$ cat config.mk
export PLATFORM = sky130hd
export DESIGN_NAME = gen_dispatch
export DESIGN_NICKNAME = d
export VERILOG_FILES = /design/src/rtl/chess_pkg.sv /design/src/rtl/gen_port_ctl.sv /design/src/rtl/gen_dispatch.sv
export SDC_FILE = /design/constraint.sdc
export NUM_CORES = 1
export LEC_CHECK = 0
export BUFFER_PORTS_ARGS = -buffer_cell sky130_fd_sc_hd__buf_2
export CAP_MARGIN = 25
export CORE_MARGIN = 2
export CORE_UTILIZATION = 30
export DETAILED_ROUTE_END_ITERATION = 8
export SYNTH_ARGS = -nofsm -noshare
export SYNTH_HDL_FRONTEND = slang
export SYNTH_SLANG_ARGS = --single-unit
$ cat constraint.sdc
create_clock -name clk -period 3.3 [get_ports clk]
set_input_delay 0.33 -clock clk [delete_from_list [all_inputs] [get_ports clk]]
set_output_delay 0.33 -clock clk [all_outputs]
set_load 0.01 [all_outputs]
$ cat src/rtl/chess_pkg.sv
// Shared types and constants for the board-scan dispatcher and its generator port.
package chess_pkg;

    typedef enum logic [3:0] {
        ST_IDLE,
        ST_SCAN_RD,
        ST_SCAN_WAIT,
        ST_CHECK,
        ST_G_SRC,
        ST_G_DST,
        ST_G_X,
        ST_G_Y,
        ST_G_GO,
        ST_G_SETTLE,
        ST_G_POLL,
        ST_ADVANCE,
        ST_DONE
    } dispatch_state_t;

    typedef logic signed [7:0] square_t;

    localparam int unsigned BOARD_SQUARES = 64;
    localparam int unsigned BOARD_BYTES   = 256;
    localparam square_t     EMPTY_SQ      = 8'sd0;

    localparam logic [3:0] REG_START = 4'd0;
    localparam logic [3:0] REG_SRC   = 4'd1;
    localparam logic [3:0] REG_DST   = 4'd2;
    localparam logic [3:0] REG_X     = 4'd3;
    localparam logic [3:0] REG_Y     = 4'd4;

endpackage

$ cat src/rtl/gen_port_ctl.sv
// Single-transfer Avalon master: a req pulse launches one read or write, done pulses after accept.
module gen_port_ctl (
    input  logic        clk,
    input  logic        rst,
    input  logic        req,
    input  logic        req_write,
    input  logic [3:0]  req_address,
    input  logic [31:0] req_writedata,
    output logic        done,
    output logic [31:0] rdata,
    output logic [3:0]  gen_address,
    output logic        gen_read,
    output logic        gen_write,
    output logic [31:0] gen_writedata,
    input  logic [31:0] gen_readdata,
    input  logic        gen_waitrequest
);

    always_ff @(posedge clk) begin
        if (rst) begin
            done          <= 1'b0;
            rdata         <= '0;
            gen_address   <= '0;
            gen_read      <= 1'b0;
            gen_write     <= 1'b0;
            gen_writedata <= '0;
        end else begin
            done <= 1'b0;
            if (gen_read || gen_write) begin
                // Address, data and strobe are held untouched until the slave accepts.
                if (!gen_waitrequest) begin
                    gen_read  <= 1'b0;
                    gen_write <= 1'b0;
                    done      <= 1'b1;
                    if (gen_read)
                        rdata <= gen_readdata;
                end
            end else if (req) begin
                gen_address   <= req_address;
                gen_writedata <= req_writedata;
                gen_write     <= req_write;
                gen_read      <= !req_write;
            end
        end
    end

endmodule

$ cat src/rtl/gen_dispatch.sv
// Board-scan dispatcher: reads 64 squares, issues one generator job per pawn of the side to move.
// Optional DISPATCH_PERF_EN adds busy-cycle (reg5) and jobs-issued (reg6) counters.
module gen_dispatch
    import chess_pkg::*;
#(
    parameter int unsigned PAWN_CODE       = 1,
    parameter int unsigned MOVES_PER_PIECE = 4,
    parameter int unsigned MAX_BOARDS      = 64,
    parameter int unsigned SETTLE_CYCLES   = 2
) (
    input  logic        clk,
    input  logic        rst,
    output logic        slave_waitrequest,
    input  logic [3:0]  slave_address,
    input  logic        slave_read,
    input  logic        slave_write,
    output logic [31:0] slave_readdata,
    input  logic [31:0] slave_writedata,
    output logic [31:0] master_address,
    output logic        master_read,
    input  logic        master_waitrequest,
    input  logic [31:0] master_readdata,
    input  logic        master_readdatavalid,
    output logic [3:0]  gen_address,
    output logic        gen_read,
    output logic        gen_write,
    output logic [31:0] gen_writedata,
    input  logic [31:0] gen_readdata,
    input  logic        gen_waitrequest
);

    localparam logic [3:0] CPU_RESULT = 4'd0;
    localparam logic [3:0] CPU_SRC    = 4'd1;
    localparam logic [3:0] CPU_OUT    = 4'd2;
    localparam logic [3:0] CPU_COLOR  = 4'd3;
    localparam logic [3:0] CPU_BUSY   = 4'd5;
    localparam logic [3:0] CPU_JOBS   = 4'd6;
    localparam square_t    PAWN_POS   = 8'(PAWN_CODE);
    localparam square_t    PAWN_NEG   = -PAWN_POS;

    dispatch_state_t state;
    logic [31:0] src_addr, out_addr, out_ptr;
    logic        color, overflow;
    logic [5:0]  sq, sq_next;
    logic [15:0] total, settle_cnt;
    square_t     pc;
    logic        gp_req, gp_write, gp_done;
    logic [3:0]  gp_addr;
    logic [31:0] gp_wdata, gp_rdata;
    logic [2:0]  n;
    logic        pawn_hit, would_overflow, settle_last, start;
    logic [31:0] perf_busy, perf_jobs;
    logic        unused_bits;

    assign sq_next        = sq + 6'd1;
    assign n              = gp_rdata[2:0];
    assign pawn_hit       = color ? (pc == PAWN_NEG) : (pc == PAWN_POS);
    assign would_overflow = (32'(total) + MOVES_PER_PIECE) > MAX_BOARDS;
    assign settle_last    = (32'(settle_cnt) + 32'd1) >= SETTLE_CYCLES;
    assign start          = (state == ST_IDLE) && slave_write && (slave_address == CPU_RESULT);
    assign unused_bits    = ^{master_readdata[31:8], gp_rdata[31:3]};

    gen_port_ctl u_gen_port (
        .clk            (clk),
        .rst            (rst),
        .req            (gp_req),
        .req_write      (gp_write),
        .req_address    (gp_addr),
        .req_writedata  (gp_wdata),
        .done           (gp_done),
        .rdata          (gp_rdata),
        .gen_address    (gen_address),
        .gen_read       (gen_read),
        .gen_write      (gen_write),
        .gen_writedata  (gen_writedata),
        .gen_readdata   (gen_readdata),
        .gen_waitrequest(gen_waitrequest)
    );

    always_ff @(posedge clk) begin
        if (rst) begin
            state          <= ST_IDLE;
            src_addr       <= '0;
            out_addr       <= '0;
            out_ptr        <= '0;
            color          <= 1'b0;
            overflow       <= 1'b0;
            sq             <= '0;
            total          <= '0;
            settle_cnt     <= '0;
            pc             <= EMPTY_SQ;
            master_read    <= 1'b0;
            master_address <= '0;
            gp_req         <= 1'b0;
            gp_write       <= 1'b0;
            gp_addr        <= '0;
            gp_wdata       <= '0;
        end else begin
            gp_req <= 1'b0;
            case (state)
                ST_IDLE: if (slave_write) begin
                    case (slave_address)
                        CPU_RESULT: begin
                            state          <= ST_SCAN_RD;
                            sq             <= '0;
                            total          <= '0;
                            out_ptr        <= out_addr;
                            overflow       <= 1'b0;
                            master_read    <= 1'b1;
                            master_address <= src_addr;
                        end
                        CPU_SRC:   src_addr <= slave_writedata;
                        CPU_OUT:   out_addr <= slave_writedata;
                        CPU_COLOR: color    <= slave_writedata[0];
                        default: ;
                    endcase
                end
                ST_SCAN_RD: if (!master_waitrequest) begin
                    master_read <= 1'b0;
                    state       <= ST_SCAN_WAIT;
                end
                ST_SCAN_WAIT: if (master_readdatavalid) begin
                    pc    <= master_readdata[7:0];
                    state <= ST_CHECK;
                end
                ST_CHECK: begin
                    if (!pawn_hit) begin
                        state <= ST_ADVANCE;
                    end else if (would_overflow) begin
                        overflow <= 1'b1;
                        state    <= ST_DONE;
                    end else begin
                        state    <= ST_G_SRC;
                        gp_req   <= 1'b1;
                        gp_write <= 1'b1;
                        gp_addr  <= REG_SRC;
                        gp_wdata <= src_addr;
                    end
                end
                // Each gen state launches the next register write once the previous one is accepted.
                ST_G_SRC: if (gp_done) begin
                    state <= ST_G_DST; gp_req <= 1'b1; gp_addr <= REG_DST; gp_wdata <= out_ptr;
                end
                ST_G_DST: if (gp_done) begin
                    state <= ST_G_X; gp_req <= 1'b1; gp_addr <= REG_X; gp_wdata <= {29'd0, sq[2:0]};
                end
                ST_G_X: if (gp_done) begin
                    state <= ST_G_Y; gp_req <= 1'b1; gp_addr <= REG_Y; gp_wdata <= {29'd0, sq[5:3]};
                end
                ST_G_Y: if (gp_done) begin
                    state <= ST_G_GO; gp_req <= 1'b1; gp_addr <= REG_START; gp_wdata <= '0;
                end
                ST_G_GO: if (gp_done) begin
                    state      <= ST_G_SETTLE;
                    settle_cnt <= '0;
                end
                ST_G_SETTLE: begin
                    if (settle_last) begin
                        state    <= ST_G_POLL;
                        gp_req   <= 1'b1;
                        gp_write <= 1'b0;
                        gp_addr  <= REG_START;
                        gp_wdata <= '0;
                    end else begin
                        settle_cnt <= settle_cnt + 16'd1;
                    end
                end
                ST_G_POLL: if (gp_done) begin
                    total   <= total + 16'(n);
                    out_ptr <= out_ptr + 32'(n) * BOARD_BYTES;
                    state   <= ST_ADVANCE;
                end
                ST_ADVANCE: begin
                    if (sq == 6'(BOARD_SQUARES - 1)) begin
                        state <= ST_DONE;
                    end else begin
                        sq             <= sq_next;
                        state          <= ST_SCAN_RD;
                        master_read    <= 1'b1;
                        master_address <= src_addr + {24'd0, sq_next, 2'b00};
                    end
                end
                ST_DONE: if (slave_read && slave_address == CPU_RESULT) state <= ST_IDLE;
                default: state <= ST_IDLE;
            endcase
        end
    end

`ifdef DISPATCH_PERF_EN
    always_ff @(posedge clk) begin
        if (rst || start) begin
            perf_busy <= '0;
            perf_jobs <= '0;
        end else begin
            if (state != ST_IDLE && state != ST_DONE)
                perf_busy <= perf_busy + 32'd1;
            if (state == ST_G_GO && gp_done)
                perf_jobs <= perf_jobs + 32'd1;
        end
    end
`else
    assign perf_busy = '0;
    assign perf_jobs = '0;
`endif

    assign slave_waitrequest = slave_read && (slave_address == CPU_RESULT) &&
                               (state != ST_IDLE) && (state != ST_DONE);

    always_comb begin
        slave_readdata = '0;
        case (slave_address)
            CPU_RESULT: slave_readdata = {overflow, 15'd0, total};
            CPU_SRC:    slave_readdata = src_addr;
            CPU_OUT:    slave_readdata = out_addr;
            CPU_COLOR:  slave_readdata = {31'd0, color};
            CPU_BUSY:   slave_readdata = perf_busy;
            CPU_JOBS:   slave_readdata = perf_jobs;
            default: ;
        endcase
    end

endmodule

==> reports/results.tsv, run 1 <==
stage	metric	value	unit
detailed_routing	postRouteWirelength	42300	um
layout	antenna_cells_inserted	0	
floorplanning	core_region_area	40900	sq um
floorplanning	die_area	43200	sq um
clocking	worst_skew_pair.late_latency	0.59	ns
clocking	clk_pin_slew	0.06	ns
clocking	cts_made_buffers	30	
clocking	clock-sinks	259	
grt	grt_pass1_vias	11400	
grt	antenna_found_initial	0	
detailed_routing	detail_route.drc_violations	0	
logic_synthesis	yosysTopAreaCell	sky130_fd_sc_hd__dfxtp_1	
detailed_routing	detailedRoute.firstPassIterationCount	5	
clocking	post_cts_buffers	0	
critical_path	worst_setup_path_end_kind	flop	
logic_synthesis	ys.warnings.count	0	
layout	nNetsFinal	1875	
layout	final_cell_area	15400	sq um
power	p_seq_share	43.7	%
logic_synthesis	yosys-top-cells-area	sky130_fd_sc_hd__dfxtp_1 42%, sky130_fd_sc_hd__nand2_1 8.8%, sky130_fd_sc_hd__a21oi_1 6.5%	
logic_synthesis	post_synthesis_async_set_or_reset_flop_share	0	%
power	power.combinational.fraction	5.8	%
worst_hold_path	worst_hold_path.num_cells	3	
placement	dpl-instance-area	13900	sq um
grt	grt.met1_usage	27.5	%
power	power.density_cell_area	478	nW/um^2
critical_path	worst_setup_path_start_kind	flop	
placement	post-dp-hpwl	30000	um
timing	timing.slew.headroom	43.9	%
logic_synthesis	postSynth.topFlopCell	sky130_fd_sc_hd__dfxtp_1	
clocking	clockRootBuffer	sky130_fd_sc_hd__clkbuf_16	
clocking	htreeDepth	1	
floorplanning	initial_core_util	30.5	%
power	peakVddDrop	0.000393	V
logic_synthesis	syn-cell-area	12500	sq um
power	p_sw_share	23.6	%
grt	wire_length_of_the_first_global_routing_pass	65900	um
logic_synthesis	synth_top_cells_by_count	292 x sky130_fd_sc_hd__nand2_1, 259 x sky130_fd_sc_hd__dfxtp_1, 180 x sky130_fd_sc_hd__nor2_1	
outcome	run_status	complete, no violations	
layout	post_route_cells_drive_above_1_share	16.3	%
placement	portBuffers	156	
logic_synthesis	synth_top_cell_area_share	41.6	%
logic_synthesis	fraction_of_the_yosys_area_taken_by_sequential_cells	41.6	%
timing	number_of_max_slew_violations_in_the_final_report	0	
grt	gr-usage-all-layers	18.9	%
floorplanning	pin_count	211	
logic_synthesis	syn-instance-count	1595	
timing	period_needed	3.16	ns
logic_synthesis	avgSynthCellArea	7.82	sq um
floorplanning	chipWidth	208	um
placement	replace_congestion	0.883	
placement	dpl.cell_count	2212	
grt	met2_capacity_usage_during_global_routing	28.3	%
detailed_routing	routed_via_count	12300	
clocking	cts_tree	yes	
detailed_routing	vias_per_cell	5.33	
critical_path	worst-r2r-cell-count	10	
layout	area_growth_syn_to_layout	23.6	%
grt	gr-usage-met3	2.93	%
critical_path	crit_path_max_fanout	11	
timing	final.period_utilization	95.7	%
logic_synthesis	syn-num-nets	1720	
critical_path	worstSetupPathType	flop to flop	
critical_path	worst-endpoint-arrival	3.65	ns
power	power_switching	0.00174	W
power	clkPwrFrac	50.5	%
logic_synthesis	synth_edf_count	0	
clocking	maximum_clock_insertion_buffer_count	3	
timing	achievable-frequency	317	MHz
power	power.static_leakage	5.61	nW
logic_synthesis	yosys.cell_types.count	76	
layout	fillers	4286	
logic_synthesis	post-synth-top-count-cell	sky130_fd_sc_hd__nand2_1	
timing	finalClockSkew	0.0189	ns
detailed_routing	avgRoutedWirePerCell	18.3	um
logic_synthesis	number_of_synthesized_register_bits	259	
detailed_routing	drt_iter0_drc	1102	
critical_path	crit_required	3.79	ns
timing	final_hold_viol_count	0	
run	timing.max_cap.violations	0	
detailed_routing	drtAntennaViolNets	0	
grt	grt.overflow.total	0	
grt	grt_start_max_net_pins	130	
worst_hold_path	hold_path.class	input pin to flop	
floorplanning	fp-row-count	74	
power	cellInternalPower	0.00563	W
grt	grt_busiest_layer	met2	
timing	setup-violations-final	0	
timing	worst-slew-pin-transition	0.833	ns
floorplanning	die_height	208	um
layout	fin_cells	2306	
## repair_timing
item,CTS,global route
resized for setup,0,7
hold buffers,37,0
setup endpoints to repair,0,5
endpoints found under the hold margin,64,0
## metal layers
metal,wire length (um),vias up
met2,17900,445
met1,20000,5804
met5,0,-
li1,-,5960
met4,1290,0
met3,3190,80
## final cells by class
class | instances | area (sq um) | area share, %
Tap cell | 532 | 666 | 4.32
Clock inverter | 16 | 265 | 1.72
Sequential cell | 259 | 5190 | 33.6
Timing Repair Buffer | 242 | 1590 | 10.3
Inverter | 21 | 78.8 | 0.511
Clock buffer | 40 | 858 | 5.57
Multi-Input combinational cell | 1196 | 6770 | 43.9
## state kept, by name (all words and copies together), names as in the netlist
register and flops:
gp_wdata 32, master_address 32, out_addr 32, out_ptr 32
src_addr 32, u_gen_port.gen_writedata 32, settle_cnt 16, total 16
pc 8, sq 6, state 4, gp_addr 3
u_gen_port.gen_address 3, u_gen_port.rdata 3, color 1, gp_req 1
gp_write 1, master_read 1, overflow 1, u_gen_port.done 1
u_gen_port.gen_read 1, u_gen_port.gen_write 1
## cell usage in the layout (no fill, tap or decap), types with 14 or more instances in the layout
| master | instances |
|---|---|
| sky130_fd_sc_hd__nand2_1 | 291 |
| sky130_fd_sc_hd__dfxtp_1 | 257 |
| sky130_fd_sc_hd__nor2_1 | 179 |
| sky130_fd_sc_hd__a21oi_1 | 163 |
| sky130_fd_sc_hd__buf_2 | 155 |
| sky130_fd_sc_hd__a22oi_1 | 61 |
| sky130_fd_sc_hd__a211oi_1 | 54 |
| sky130_fd_sc_hd__buf_4 | 45 |
| sky130_fd_sc_hd__nand3_1 | 44 |
| sky130_fd_sc_hd__a31oi_1 | 40 |
| sky130_fd_sc_hd__o21ai_0 | 38 |
| sky130_fd_sc_hd__dlygate4sd3_1 | 37 |
| sky130_fd_sc_hd__mux2i_1 | 34 |
| sky130_fd_sc_hd__clkbuf_16 | 30 |
| sky130_fd_sc_hd__and2_1 | 27 |
| sky130_fd_sc_hd__nor3_1 | 22 |
| sky130_fd_sc_hd__xnor2_1 | 21 |
| sky130_fd_sc_hd__inv_1 | 20 |
| sky130_fd_sc_hd__a311oi_1 | 20 |
| sky130_fd_sc_hd__or3_1 | 16 |
| sky130_fd_sc_hd__xor2_1 | 15 |
| sky130_fd_sc_hd__and3_1 | 15 |
| sky130_fd_sc_hd__nand4_1 | 14 |
## worst max-delay path, stage by stage, from the launching register on
cell,delay (ns)
sky130_fd_sc_hd__dfxtp_1,0.40
sky130_fd_sc_hd__ha_2,0.26
sky130_fd_sc_hd__and3_2,0.25
sky130_fd_sc_hd__xor2_2,0.09
sky130_fd_sc_hd__ha_2,0.35
sky130_fd_sc_hd__or3_1,0.09
sky130_fd_sc_hd__o21ai_0,0.11
sky130_fd_sc_hd__or4b_4,0.62
sky130_fd_sc_hd__or2_4,0.30
sky130_fd_sc_hd__or3_1,0.35
sky130_fd_sc_hd__a311oi_1,0.25
## path summary, 6_finish.rpt
kind / from / slack, ns / to
max: sq[1] / 0.14 / master_address[29]
min: gen_readdata[2] / 0.01 / u_gen_port.rdata[2]
max reg2reg: sq[1] / 0.14 / master_address[29]
min reg2reg: u_gen_port.gen_address[2] / 0.45 / u_gen_port.gen_address[2]
## power by group through the flow
| stage | sequential, W | clock [W] | combinational [W] |
|---|---|---|---|
| 2_1_floorplan | 0.00327 | 0 | 0.000248 |
| 3_3_place_gp | 0.00328 | 0 | 0.000382 |
| 3_5_place_dp | 0.00328 | 0 | 0.000387 |
| 4_1_cts | 0.00322 | 0.00379 | 0.000425 |
| 5_1_grt | 0.00322 | 0.00391 | 0.000468 |
| 6_report | 0.00322 | 0.00372 | 0.000428 |
## metrics by stage
stage          utilization [%]  worst slack, ns  hold slack, ns  TNS [ns]  total power [W]
2_1_floorplan                -            0.321           0.409         0          0.00351
3_3_place_gp              33.8            0.108           0.441         0          0.00367
3_5_place_dp              33.9           0.0170           0.443         0          0.00367
4_1_cts                   37.6           0.0183         0.00207         0          0.00743
5_1_grt                   37.7          -0.0131          0.0329   -0.0131          0.00760
6_report                  37.7            0.141          0.0116         0          0.00737
## logic make-up (layout without fill, tap and decap cells)
family                     count (synthesis)  count (layout)  synth area share [%]
AOI/OAI and AO/OA                        434             434                  22.2
and+or+nand+nor                          670             670                  24.3
DFF                                      259             259                  41.6
other                                      1               1                0.0301
adders and majority gates                 18              18                  1.99
buffers and inverters                    140             319                  4.38
xor gates and xnor gates                  37              37                  2.60
muxes                                     36              36                  3.00
Note: power is estimated with default switching activity, not from simulation.
==> run 2, diff against run 1 <==
Settings changed: BUFFER_PORTS_ARGS -buffer_cell sky130_fd_sc_hd__buf_2 to -buffer_cell sky130_fd_sc_hd__clkbuf_2, PLACE_DENSITY from default to 0.55.
==> reports/results.tsv, run 2 (synthesis results as in run 1) <==
stage	metric	value	unit	change
outcome	run_status	complete, no violations		
clocking	clock-sinks	259		unchanged
detailed_routing	postRouteWirelength	42400	um	+0.20%
worst_hold_path	critical_hold_path_startpoint	master_readdata[3]		
timing	final_hold_viol_count	0		unchanged
clocking	htreeDepth	1		unchanged
floorplanning	pin_count	211		unchanged
layout	area_growth_syn_to_layout	22.7	%	
timing	hold_ws	0.0174	ns	+0.00579 ns
clocking	post_cts_buffers	0		unchanged
detailed_routing	detail_route.drc_violations	0		unchanged
grt	gr-usage-all-layers	19.1	%	+0.17 points
worst_hold_path	hold_path.class	input pin to flop		
floorplanning	fp-row-count	74		unchanged
critical_path	slowest_delay	0.56	ns	-0.06 ns
power	power.static_leakage	5.51	nW	-1.8%
clocking	cts_tree	yes		
critical_path	reg2reg_setup_slack	0.22	ns	+0.08 ns
grt	antenna_found_initial	0		unchanged
timing	period_needed	3.08	ns	-0.0834 ns
power	power.density_cell_area	459	nW/um^2	-3.9%
floorplanning	chipWidth	208	um	unchanged
critical_path	timing.critical_path.cells	ha_2 > and3_1 > xor2_1 > ha_2 > or3_1 > o21ai_0 > or4b_4 > or2_4 > or3_1 > a311oi_1		
critical_path	worst-r2r-cell-count	10		unchanged
critical_path	worstSetupPathType	flop to flop		
critical_path	r2r-start	sq[1]		
floorplanning	die_area	43200	sq um	unchanged
layout	fillers	4347		+1.4%
timing	setup-violations-final	0		unchanged
layout	seq_area	5190	sq um	about the same
timing	finalSetupTns	0	ns	unchanged
critical_path	worst-endpoint-arrival	3.55	ns	-0.10 ns
layout	multiInputGateArea	6760	sq um	-0.13%
clocking	clockRootBuffer	sky130_fd_sc_hd__clkbuf_16		
layout	most-common-layout-cells	291 x sky130_fd_sc_hd__nand2_1, 258 x sky130_fd_sc_hd__dfxtp_1, 179 x sky130_fd_sc_hd__nor2_1, 163 x sky130_fd_sc_hd__a21oi_1, 155 x sky130_fd_sc_hd__clkbuf_2		
critical_path	crit_path_max_fanout	11		unchanged
grt	wire_length_of_the_first_global_routing_pass	66500	um	+1.0%
placement	replace_congestion	0.904		+2.5%
critical_path	r2r-end	master_address[31]		
critical_path	critPathLaunch	sq[1]		
critical_path	worst_setup_path_start_kind	flop		
clocking	clk_pin_slew	0.06	ns	about the same
timing	finalClockSkew	0.0102	ns	-0.00868 ns
timing	worst-slew-pin-transition	0.986	ns	+0.153 ns
clocking	maximum_clock_insertion_buffer_count	3		unchanged
critical_path	worst_setup_path_end_kind	flop		
timing	achievable-frequency	325	MHz	+2.7%
run	timing.max_cap.violations	0		unchanged
power	peakVddDrop	0.000282	V	-28%
layout	nNetsFinal	1877		+0.11%
layout	most_common_cell_after_layout_fill_and_taps_aside	sky130_fd_sc_hd__nand2_1		
detailed_routing	avgRoutedWirePerCell	18.4	um	+0.16%
detailed_routing	routed_via_count	12100		-1.4%
detailed_routing	vias_per_cell	5.25		-1.4%
worst_hold_path	min_to	pc[3]		
critical_path	crit_required	3.77	ns	-0.02 ns
detailed_routing	drtAntennaViolNets	0		unchanged
placement	portBuffers	156		unchanged
clocking	cts_made_buffers	30		unchanged
detailed_routing	detailedRoute.firstPassIterationCount	5		unchanged
layout	post_route_cells_drive_above_1_share	16.2	%	-0.066 points
floorplanning	initial_core_util	30.5	%	unchanged
floorplanning	core_region_area	40900	sq um	unchanged
placement	post-dp-hpwl	30400	um	+1.3%
floorplanning	die_height	208	um	unchanged
critical_path	timing.critical_path.slowest_stage_cell	sky130_fd_sc_hd__or4b_4		
grt	grt.overflow.total	0		unchanged
timing	number_of_max_slew_violations_in_the_final_report	0		unchanged
timing	timing.slew.headroom	34.3	%	-9.6 points
layout	antenna_cells_inserted	0		unchanged
grt	grt_start_max_net_pins	95		-27%
clocking	worst_skew_pair.late_latency	0.57	ns	-0.02 ns
detailed_routing	drt_iter0_drc	990		-10%
grt	grt_pass1_vias	11500		+0.31%
worst_hold_path	worst_hold_path.num_cells	3		unchanged
timing	final.period_utilization	93.2	%	-2.5 points
timing	grt_setup_unrepaired	no		
-- run 2: where the power goes --
group | switching [W] | total (W) | leakage, nW | internal [W]
Combinational | 0.000257 | 0.000417 | 2.92 | 0.000160
Sequential | 0.0000520 | 0.00322 | 2.09 | 0.00317
Clock | 0.00138 | 0.00339 | 0.505 | 0.00201
Total | 0.00169 | 0.00703 | 5.51 | 0.00534
-- run 2: what timing repair did --
item                       4_1_cts  5_1_grt
hold endpoints to repair        52        0
resized for setup                0        4
setup endpoints to repair        0        5
hold buffers                    35        0
-- run 2: how the worst max path moves through the flow --
stage	to	slack, ns	depth (start not counted)
finish	master_address[31]	0.22	10
global placement	master_address[31]	0.10	10
floorplan	master_address[29]	0.32	11
CTS	master_address[31]	0.05	10
detailed placement	master_address[31]	0.08	10
global route	master_address[29]	0.01	10
-- run 2: final cells by class --
class                      instances  share of cell area, %
clock inverter                    10                  0.556
sequential                       259                   33.9
clock buffer                      45                   6.06
tap                              532                   4.35
timing repair buffer             244                   10.5
inverter                          21                  0.515
multi-input combinational       1196                   44.2
-- run 2: metrics by stage --
stage	worst slack (ns)	std cells	area [sq um]	total power, W	util, %
floorplan	0.321	1595	12500	0.00351	-
global placement	0.104	2215	13900	0.00367	33.9
detailed placement	0.0791	2216	13900	0.00367	34.0
CTS	0.0534	2306	15300	0.00709	37.3
global route	0.0131	2307	15300	0.00726	37.4
finish	0.225	2307	15300	0.00703	37.4
-- run 2: critical path, delay by kind of cell, from the launching register on --
family	cells	cell delay (ns)
simple gates	5	1.57
fa+ha+maj	2	0.59
flops	1	0.39
xor+xnor	1	0.10
compound gates	2	0.35
-- run 2: routing by layer --
layer / GRT usage (%) / up-vias / part of all wire, %
li1: - / 5967 / -
met1: 28.3 / 5696 / 49
met2: 28.7 / 400 / 42
met3: 2.75 / 60 / 6.7
met4: 4.96 / 0 / 2.1
met5: 0 / - / 0
